**src/rtl/datapath.sv**
```systemverilog
// datapath: two signed operand registers, an ALU and an accumulator driven by
// the sequence controller's select/function codes. It returns a sticky
// overflow flag to the controller, and a latched result with a one-cycle valid
// pulse to the downstream consumer. Every output comes straight from a flop.
//
// Handshake: result_valid is a one-cycle pulse with no ready. It is high in the
// cycle after an edge where done=1 and error=0, and result is valid only in
// that cycle. There is no backpressure, so the consumer must take it then.
module datapath #(
   parameter int WIDTH = 8
) (
   input  logic             clk,
   input  logic             reset,
   input  logic             s2,
   input  logic             s1,
   input  logic             s0,
   input  logic             f2,
   input  logic             f1,
   input  logic             f0,
   input  logic             done,
   input  logic             error,
   input  logic [WIDTH-1:0] in_a,
   input  logic [WIDTH-1:0] in_b,
   output logic             ovf,
   output logic [WIDTH-1:0] result,
   output logic             result_valid,
   output logic             err_out
);

   localparam logic [WIDTH-1:0] MOST_NEG = {1'b1, {(WIDTH-1){1'b0}}};

   logic [2:0]       sel;
   logic [2:0]       fn;
   logic             is_load;
   logic             is_exec;
   logic [WIDTH-1:0] ra;
   logic [WIDTH-1:0] rb;
   logic [WIDTH-1:0] acc;
   logic [WIDTH-1:0] x;
   logic [WIDTH-1:0] y;
   logic [WIDTH-1:0] alu_out;
   logic             alu_ov;
   logic [WIDTH-1:0] acc_next;

   assign sel     = {s2, s1, s0};
   assign fn      = {f2, f1, f0};
   assign is_load = (sel == 3'b000);
   assign is_exec = (sel[1:0] == 2'b11);

   // S[2] chains the accumulator back in as the X operand.
   assign x = sel[2] ? acc : ra;
   assign y = rb;

   // ALU: WIDTH-bit wrap-around results, plus a signed-overflow flag per op.
   always_comb begin
      alu_out = '0;
      alu_ov  = 1'b0;
      case (fn)
         3'b000: begin
            alu_out = x + y;
            alu_ov  = (x[WIDTH-1] == y[WIDTH-1]) && (alu_out[WIDTH-1] != x[WIDTH-1]);
         end
         3'b001: alu_out = x & y;
         3'b010: begin
            alu_out = x - y;
            alu_ov  = (x[WIDTH-1] != y[WIDTH-1]) && (alu_out[WIDTH-1] != x[WIDTH-1]);
         end
         3'b011: alu_out = x | y;
         3'b100: alu_out = x ^ y;
         3'b101: alu_out = x;
         3'b110: begin
            alu_out = {x[WIDTH-2:0], 1'b0};
            alu_ov  = x[WIDTH-1] ^ x[WIDTH-2];
         end
         default: begin
            alu_out = -x;
            alu_ov  = (x == MOST_NEG);
         end
      endcase
   end

   // The value ACC takes this edge; completion captures exactly this.
   assign acc_next = is_exec ? alu_out : acc;

   // Operand/accumulator/overflow update from the select code.
   always_ff @(posedge clk) begin
      if (reset) begin
         ra  <= '0;
         rb  <= '0;
         acc <= '0;
         ovf <= 1'b0;
      end else if (is_load) begin
         ra  <= in_a;
         rb  <= in_b;
         ovf <= 1'b0;
      end else if (is_exec) begin
         acc <= alu_out;
         ovf <= ovf | alu_ov;
      end
   end

   // Completion: latch the result and pulse valid, or flag an error completion.
   // A LOAD clears err_out, but an error completion on the same edge still sets it.
   always_ff @(posedge clk) begin
      if (reset) begin
         result       <= '0;
         result_valid <= 1'b0;
         err_out      <= 1'b0;
      end else begin
         result_valid <= 1'b0;
         if (is_load) begin
            err_out <= 1'b0;
         end
         if (done && !error) begin
            result       <= acc_next;
            result_valid <= 1'b1;
         end else if (done && error) begin
            err_out <= 1'b1;
         end
      end
   end

endmodule

```
**config.mk**
```make
export PLATFORM = sky130hd
export DESIGN_NAME = datapath
export DESIGN_NICKNAME = d
export VERILOG_FILES = /design/src/rtl/datapath.sv
export SDC_FILE = /design/constraint.sdc
export NUM_CORES = 1
export LEC_CHECK = 0
export ABC_AREA = 1
export CAP_MARGIN = 40
export CORE_ASPECT_RATIO = 0.6
export CORE_MARGIN = 4
export CORE_UTILIZATION = 61
export CTS_CLUSTER_DIAMETER = 200
export DETAILED_ROUTE_END_ITERATION = 10
export HOLD_SLACK_MARGIN = 0.02
export PLACE_DENSITY = 0.95
export SKIP_CTS_REPAIR_TIMING = 1
export SLEW_MARGIN = 20
export SYNTH_ARGS = -nofsm -noshare
export SYNTH_HDL_FRONTEND = slang
export SYNTH_SLANG_ARGS = --single-unit
```
**constraint.sdc**
```tcl
create_clock -name clk -period 7.25 [get_ports clk]
set_clock_uncertainty 0.2 [all_clocks]
set_input_delay 1.45 -clock clk [delete_from_list [all_inputs] [get_ports clk]]
set_output_delay 1.45 -clock clk [all_outputs]
set_load 0.02 [all_outputs]
```
# == Yosys cells after proc, flatten, opt, wreduce, memory -nomap -nowiden ==
# Cells that the tools add are included.
# word_totals
memories,0
out_inout_bits,11
rom_bits,0
latchBits,0
mem_bits_rw,0
regBits,35
inputBits,26
# op_classes
shifts,0
multipliers,0
muxes,8
reduce_logical,9
order_cmp,0
n_eq_ne,12
n_div,0
n_addsub,3
n_bitwise,5
# ops
op,count
8-bit case mux with 7 select lines,1
8-bit 2-to-1 mux,2
"3-bit == test, second input constant",3
8-bit adder,1
8-bit AND,1
"8-bit == test, second input constant",1
8-bit negation,1
8-bit OR,1
8-bit subtractor,1
8-bit bitwise XOR,1
"3-bit by 2-bit == test with 1-bit output, second input constant",2
3-bit logical NOT,2
1-bit logical AND,4
1-bit 2-to-1 mux,4
1-bit case mux with 4 select lines,1
4-bit OR reduction,1
"3-bit by 1-bit == test with 1-bit output, second input constant",1
1-bit != test,3
"2-bit == test, second input constant",1
2-bit OR reduction,1
1-bit == test,1
1-bit logical NOT,1
1-bit OR,1
1-bit bitwise XOR,1

# == Logic depth before layout (Yosys ltp) ==
# logic_depth
depth_word,6
depth_mapped,17
ltp_nobuf,17

# == Worst setup path after synthesis ==
# No wires, ideal clock.
# synth_path
kind,in2reg
startpoint,input port s2
endpoint,register result[4]
slack_ps,3802
stages,16
n_path_buf,1
setup_ps,109
required_ps,6941
arrival_time_ps,3139
cell_sequence,buf_6 -> nand2_1 -> nand2_1 -> inv_1 -> ha_1 -> fa_1 -> nor2_1 -> o21ai_0 -> nand2_1 -> a21oi_1 -> o21ai_0 -> nand3_1 -> nand2_1 -> nand3_1 -> nand2_1 -> inv_1
# synth_via
elab_chain_len,4
word_cells_on_any_way,9
# synth_lines
element,line,source
start: declaration,14,"input logic s2,"
8-bit 2-to-1 mux *,51,assign x = sel[2] ? acc : ra;
"8-bit negation, or another cell as far along",76,alu_out = -x;
8-bit case mux with 7 select lines *,58,case (fn)
8-bit 2-to-1 mux *,--,
end signal: assignment,115,result <= acc_next;
end: declaration,25,"output logic [WIDTH-1:0] result,"
# Mark *: on every way between the ends. The rest lies on a longest branch, timed or not.
# A chain may end at the register's enable or synchronous reset.

# == Worst setup path after layout ==
# layout_path
startpoint,input port s2
endpoint,register acc[6]
# layout_via
elab_chain_len,4
word_cells_on_any_way,10
# layout_lines
element,line,source
8-bit 2-to-1 mux,51,
"8-bit negation, or another cell as far along",76,
8-bit case mux with 7 select lines,58,
8-bit 2-to-1 mux,--,
end signal: assignment,97,acc <= alu_out;
end: declaration,38,logic [WIDTH-1:0] acc;
# Several ways; a longest one is shown, not always the timed one.

==> metrics.md <==
| Metric | Value |
|---|---|
| Simple-gate share of the synthesized area | 36.69% |
| Fillers | 357 |
| Final Non-Filler Cells | 566 |
| GPL Wtd Cong | 0.9379 |
| Synth Area in XOR/XNOR | 0.2939% |
| Finished Cell Area | 3476 um^2 |
| Unrepaired setup endpoints after global routing | no |
| Main flop type after synthesis | dfxtp_1 |
| Post-synthesis cell area | 2980 um^2 |
| TritonCTS Buffers | 5 |
| Sequential Power Share | 36.2% |
| Worst EP required | 7.21 ns |
| Placed insts | 557 |
| Synth Register Bits | 35 |
| Switching Share | 34.27% |
| Combinational share of power | 31.3% |
| Setup violation total in the final timing report | 0 |
| Post-detail-place hpwl | 6.586 mm |
| Relative slew slack | 53.13% |
| Rows | 19 |
| Syn Area/Cell | 6.341 um^2 |
| Startpoint types | input port |
| First-pass GRT wire length | 14.21 mm |
| Post-synthesis sequential area ratio | 23.51% |
| Setup total negative slack | 0 ns |
| Share of cells above drive strength 1 | 8.350% |
| Via count | 3,265 |
| Number of port buffers | 36 |
| Multi-input gate area | 1916 um^2 |
| Yosys cell types | 37 |
| Post-layout util | 74.98% |
| Critical Path Sink Type | flop |
| Asr flop ratio synth | 0% |
| Die W | 98.24 um |
| Clk buf depth | 2 |
| CORE AREA | 4636 um^2 |
| Main combinational cell family by area after synthesis | simple AND/OR/NAND/NOR gates |
| Status | completed |
| Synth Area in Compound Gates | 14.61% |
| FMAX | 228.1 MHz |
| Clk root buf | clkbuf_8 |
| Sw Pwr | 0.1980 mW |
| Vias in the first global route | 2,898 |
| EDFF count, synth | 0 |
| Synth Area in Adders | 12.68% |
| Area grow syn2layout | 16.62% |
| Ant. Diodes | 0 |
| Cells after Synth | 470 |
| DRC | 0 |
| Antenna violations before repair | 0 |
| Synthesized net count | 525 |
| Yosys warns | 0 |
| Register Area | 700.7 um^2 |
| Clock sink count | 35 |
| CP max FO | 11 |
| Hold Vio Cnt, Final | 0 |
| WL/cell | 15.58 um |
| CTS tree | done |
| Post-synthesis mux area share | 0% |
| Drt first-iter violations | 442 |
| Final wirelength | 8.819 mm |
| Leak | 1.693 nW |
| H-tree levels | 2 |
| Vias/cell | 5.769 |
| Die height | 62.15 um |
| Crit Path Class | input port to flop |
| Clk pwr share | 32.6% |
| Routed Antenna Nets | 0 |
| Pwr Total | 0.5777 mW |
| I/O Pins | 37 |
| Final worst path period share | 60.47% |
| Largest net degree at the start of global routing | 31 |
| Internal power | 0.3797 mW |
| Fin crit period | 4.384 ns |
| Starting Density | 64.29% |
| Clk_lat worst skew | 0.29 ns |
| Die area | 6105 um^2 |
| CP arrival | 4.34 ns |
| DP Area | 3347 um^2 |
| Grt ovf | 0 |
| Nets | 557 |
| Pre-Repair DR Iteration Count | 5 |
| Least-Margin Pin Slew | 0.6977 ns |
| Slew Limit Fails | 0 |
| Worst min-delay path class | flop to flop |
| Max-Cap Viols | 0 |
| GRT Total Usage | 28.48% |
| Clock transition at path regs | 0.08 ns |
| Maximum vdd drop | 142.2 uV |
| Power Density | 166.2 nW/um^2 |
[power groups by stage]
stage / registers (mW) / logic (mW) / clock network [mW]
floorplan: 0.216 / 0.119 / 0
global placement: 0.213 / 0.170 / 0
detailed placement: 0.213 / 0.173 / 0
CTS: 0.209 / 0.175 / 0.187
global route: 0.210 / 0.198 / 0.199
finish: 0.209 / 0.181 / 0.188
[final cells by class]
cell class / instances / share of cell area (%)
clock buffers: 6 / 2.376
clock inverters: 2 / 1.008
inverters: 75 / 8.171
multi-input cells: 347 / 55.11
flip-flops and latches: 35 / 20.16
well taps: 63 / 2.268
repair buffers: 38 / 10.91
[state kept, by name, summed over array words and instances, names as in the netlist]
name	count
ovf	1
acc	8
result	8
result_valid	1
ra	8
err_out	1
rb	8
[stage by stage]
stage | setup slack [ns] | hold slack [ns]
final | 2.866 | 0.2594
after CTS | 2.959 | 0.2654
after global placement | 2.787 | 0.2384
after global routing | 2.727 | 0.3041
after floorplan | 3.802 | 0.2286
after detailed placement | 2.727 | 0.2526
[cell families (layout without fill, tap and decap cells)]
| family | Yosys count | after routing |
|---|---|---|
| flops | 35 | 35 |
| fa+ha+maj | 29 | 29 |
| xor+xnor | 1 | 1 |
| simple gates | 236 | 236 |
| buf+inv | 88 | 121 |
| compound gates | 81 | 81 |
[critical path, stage by stage]
cell and delay, ns:
clkdlybuf4s50_1 0.66, inv_2 0.27, nand2_1 0.09, nand2_1 0.19, inv_1 0.13, ha_1 0.25, fa_1 0.41, inv_1 0.07
nand4_1 0.11, nand3_1 0.11, nand2_1 0.06, nand2_1 0.05, nor2_1 0.04, nor2_1 0.19, nand2_1 0.10, nand2_1 0.12
nor2_1 0.06
[layout by cell type (no fill, tap or decap), drive strengths merged]
cell / synthesis / final
a211oi: 1 / 1
a21boi: 1 / 1
a21oi: 36 / 36
a22oi: 1 / 1
a2bb2oi: 1 / 1
buf: 8 / 2
bufinv: 0 / 1
clkbuf: 5 / 6
clkdlybuf4s50: 0 / 36
clkinv: 0 / 1
dfxtp: 35 / 35
fa: 2 / 2
ha: 27 / 27
inv: 75 / 75
nand2: 124 / 124
nand3: 45 / 45
nand3b: 1 / 1
nand4: 5 / 5
nor2: 53 / 53
nor3: 5 / 5
nor3b: 1 / 1
o211ai: 2 / 2
o21ai: 34 / 34
o22ai: 5 / 5
or2: 2 / 2
xnor2: 1 / 1
[routing by layer]
metal | vias to the layer above | share of wire (%) | track usage, %
met1 | 1471 | 45 | 41.20
met5 | - | 0 | 0
li1 | 1566 | - | -
met4 | 0 | 2.2 | 7.666
met2 | 203 | 41 | 42.46
met3 | 25 | 12 | 6.488
[cell usage after synthesis, drive strengths merged (2+ instances only)]
cell | n | share of area (%)
or2 | 2 | 0.42
a21oi | 36 | 6.0
inv | 75 | 9.5
clkbuf | 5 | 0.67
o22ai | 5 | 1.0
o21ai | 34 | 6.0
nand4 | 5 | 1.0
fa | 2 | 1.3
nand2 | 124 | 17
buf | 8 | 2.0
ha | 27 | 11
nor2 | 53 | 7.9
o211ai | 2 | 0.50
nand3 | 45 | 8.5
dfxtp | 35 | 24
nor3 | 5 | 1.0
[worst paths after layout]
kind / endpoint / slack (ns) / from / cells after the start
setup reg to reg: acc[6] / 4.64 / ra[0] / 15
hold reg to reg: ovf / 0.26 / ovf / 2
setup / recovery: acc[6] / 2.87 / s2 / 17
hold / removal: ovf / 0.26 / ovf / 2
(Power assumes the default switching activity.)
==> RTL edit (same settings) <==
Make the reset (`reset`) asynchronous in 2 clocked blocks.
--- a/src/rtl/datapath.sv
+++ b/src/rtl/datapath.sv
@@ -83,7 +83,7 @@
    assign acc_next = is_exec ? alu_out : acc;
 
    // Operand/accumulator/overflow update from the select code.
-   always_ff @(posedge clk) begin
+   always_ff @(posedge clk or posedge reset) begin
       if (reset) begin
          ra  <= '0;
          rb  <= '0;
@@ -101,7 +101,7 @@
 
    // Completion: latch the result and pulse valid, or flag an error completion.
    // A LOAD clears err_out, but an error completion on the same edge still sets it.
-   always_ff @(posedge clk) begin
+   always_ff @(posedge clk or posedge reset) begin
       if (reset) begin
          result       <= '0;
          result_valid <= 1'b0;
Check against the original RTL: differs if reset is asserted again (counterexample within 4 cycles, from zero or initial values and one cycle with reset high); with reset held inactive, the same outputs for 4 cycles.
==> RTL edit against the original RTL <==
- sequential share of layout area increased by 4.8 points
- die area up 1.0%
- wire length increased by 4.8%
- setup slack got worse by 300 ps
- global-route usage increased by 1.8 points
- synthesized area up 1.2%
- sequential cell count is the same
- cell area grew 0.97%
- largest cell class unchanged
Power is not compared: it rests on default switching activity, and its combinational part moved more than twofold at a synthesized area within 25%.
==> RTL edit: results (changes against the original RTL) <==
Primary FF master, synth -> sky130_fd_sc_hd__dfrtp_1 (was sky130_fd_sc_hd__dfxtp_1)
Total Routed Length -> 9238 microns (was 8819 microns)
All-Layer GR Usage -> 30.24% (was 28.48%)
xor and xnor fraction of the mapped netlist area -> 0.5809% (was 0.2939%)
global routing met2 resource utilization -> 45.74% (was 42.46%)
critical path peak fanout -> 18 (was 11)
most instantiated cells after synthesis -> sky130_fd_sc_hd__nand2_1 (168), sky130_fd_sc_hd__inv_1 (74), sky130_fd_sc_hd__nand3_1 (41), sky130_fd_sc_hd__nor2_1 (36), sky130_fd_sc_hd__dfrtp_1 (35) (was sky130_fd_sc_hd__nand2_1 (112), sky130_fd_sc_hd__inv_1 (69), sky130_fd_sc_hd__nor2_1 (48), sky130_fd_sc_hd__nand3_1 (41), sky130_fd_sc_hd__a21oi_1 (36))
top cells by area, synth -> sky130_fd_sc_hd__dfrtp_1 (29%), sky130_fd_sc_hd__nand2_1 (21%), sky130_fd_sc_hd__ha_1 (11%) (was sky130_fd_sc_hd__dfxtp_1 (24%), sky130_fd_sc_hd__nand2_1 (14%), sky130_fd_sc_hd__ha_1 (11%))
routed metal-1 wirelength -> 3758 microns (was 3960 microns)
first-pass GRT wire length -> 14980 microns (was 14210 microns)
launch point of the worst hold path -> result[0]$_DFFE_PP0P_ (was ovf$_SDFFE_PP0N_)
portion of the post-synthesis area used by sequential elements -> 29.05% (was 23.51%)
delay of the slowest critical-path stage -> 880 ps (was 660 ps)
DR WL met2 -> 3934 microns (was 3625 microns)
number of global-route vias before repair -> 3020 (was 2898)
layout cell share with drive strength beyond 1 -> 3.360% (was 8.350%)
M1 GR Usage -> 42.13% (was 41.20%)
pin count of the biggest net entering global routing -> 36 (was 31)
full die area -> 6169 sq um (was 6105 sq um)
data arrival time of the worst path -> 4660 ps (was 4340 ps)
mean post-synth cell area -> 6.429 sq um (was 6.341 sq um)
estimated wirelength of the detail-placed design -> 7087 microns (was 6586 microns)
status -> finished, final reports clean (unchanged)
synthesized net count -> 524 (was 525)
library cells used by synthesis -> 33 (was 37)
violation count after the first detailed-routing iteration -> 413 (was 442)
post-placement cell area -> 3422 sq um (was 3347 sq um)
Post-Place Setup Slack -> 2489 ps (was 2727 ps)
## RTL edit: where the power goes
part           internal (W)  total [W]  switching, W
Combinational      0.000141   0.000408      0.000266
Clock             0.0000745   0.000143     0.0000686
Sequential         0.000232   0.000257     0.0000252
## RTL edit: area by class of cell
type / count / area, sq um / share of cell area [%]
Clock buffer: 6 / 82.58 / 2.353
Clock inverter: 1 / 5.005 / 0.1426
Inverter: 76 / 285.3 / 8.128
Multi-Input combinational cell: 350 / 1807 / 51.48
Sequential cell: 35 / 875.8 / 24.96
Tap cell: 63 / 78.83 / 2.246
Timing Repair Buffer: 38 / 375.4 / 10.70
## RTL edit: worst paths after layout
kind | endpoint | slack [ps]
max | result[2]$_DFFE_PP0P_ | 2570
min | result[0]$_DFFE_PP0P_ | 280
max reg2reg | result[2]$_DFFE_PP0P_ | 4520
min reg2reg | result[0]$_DFFE_PP0P_ | 280
max in group asynchronous | acc[7]$_DFFE_PP0N_ | 5180
min in group asynchronous | ra[3]$_DFFE_PP0P_ | 1360
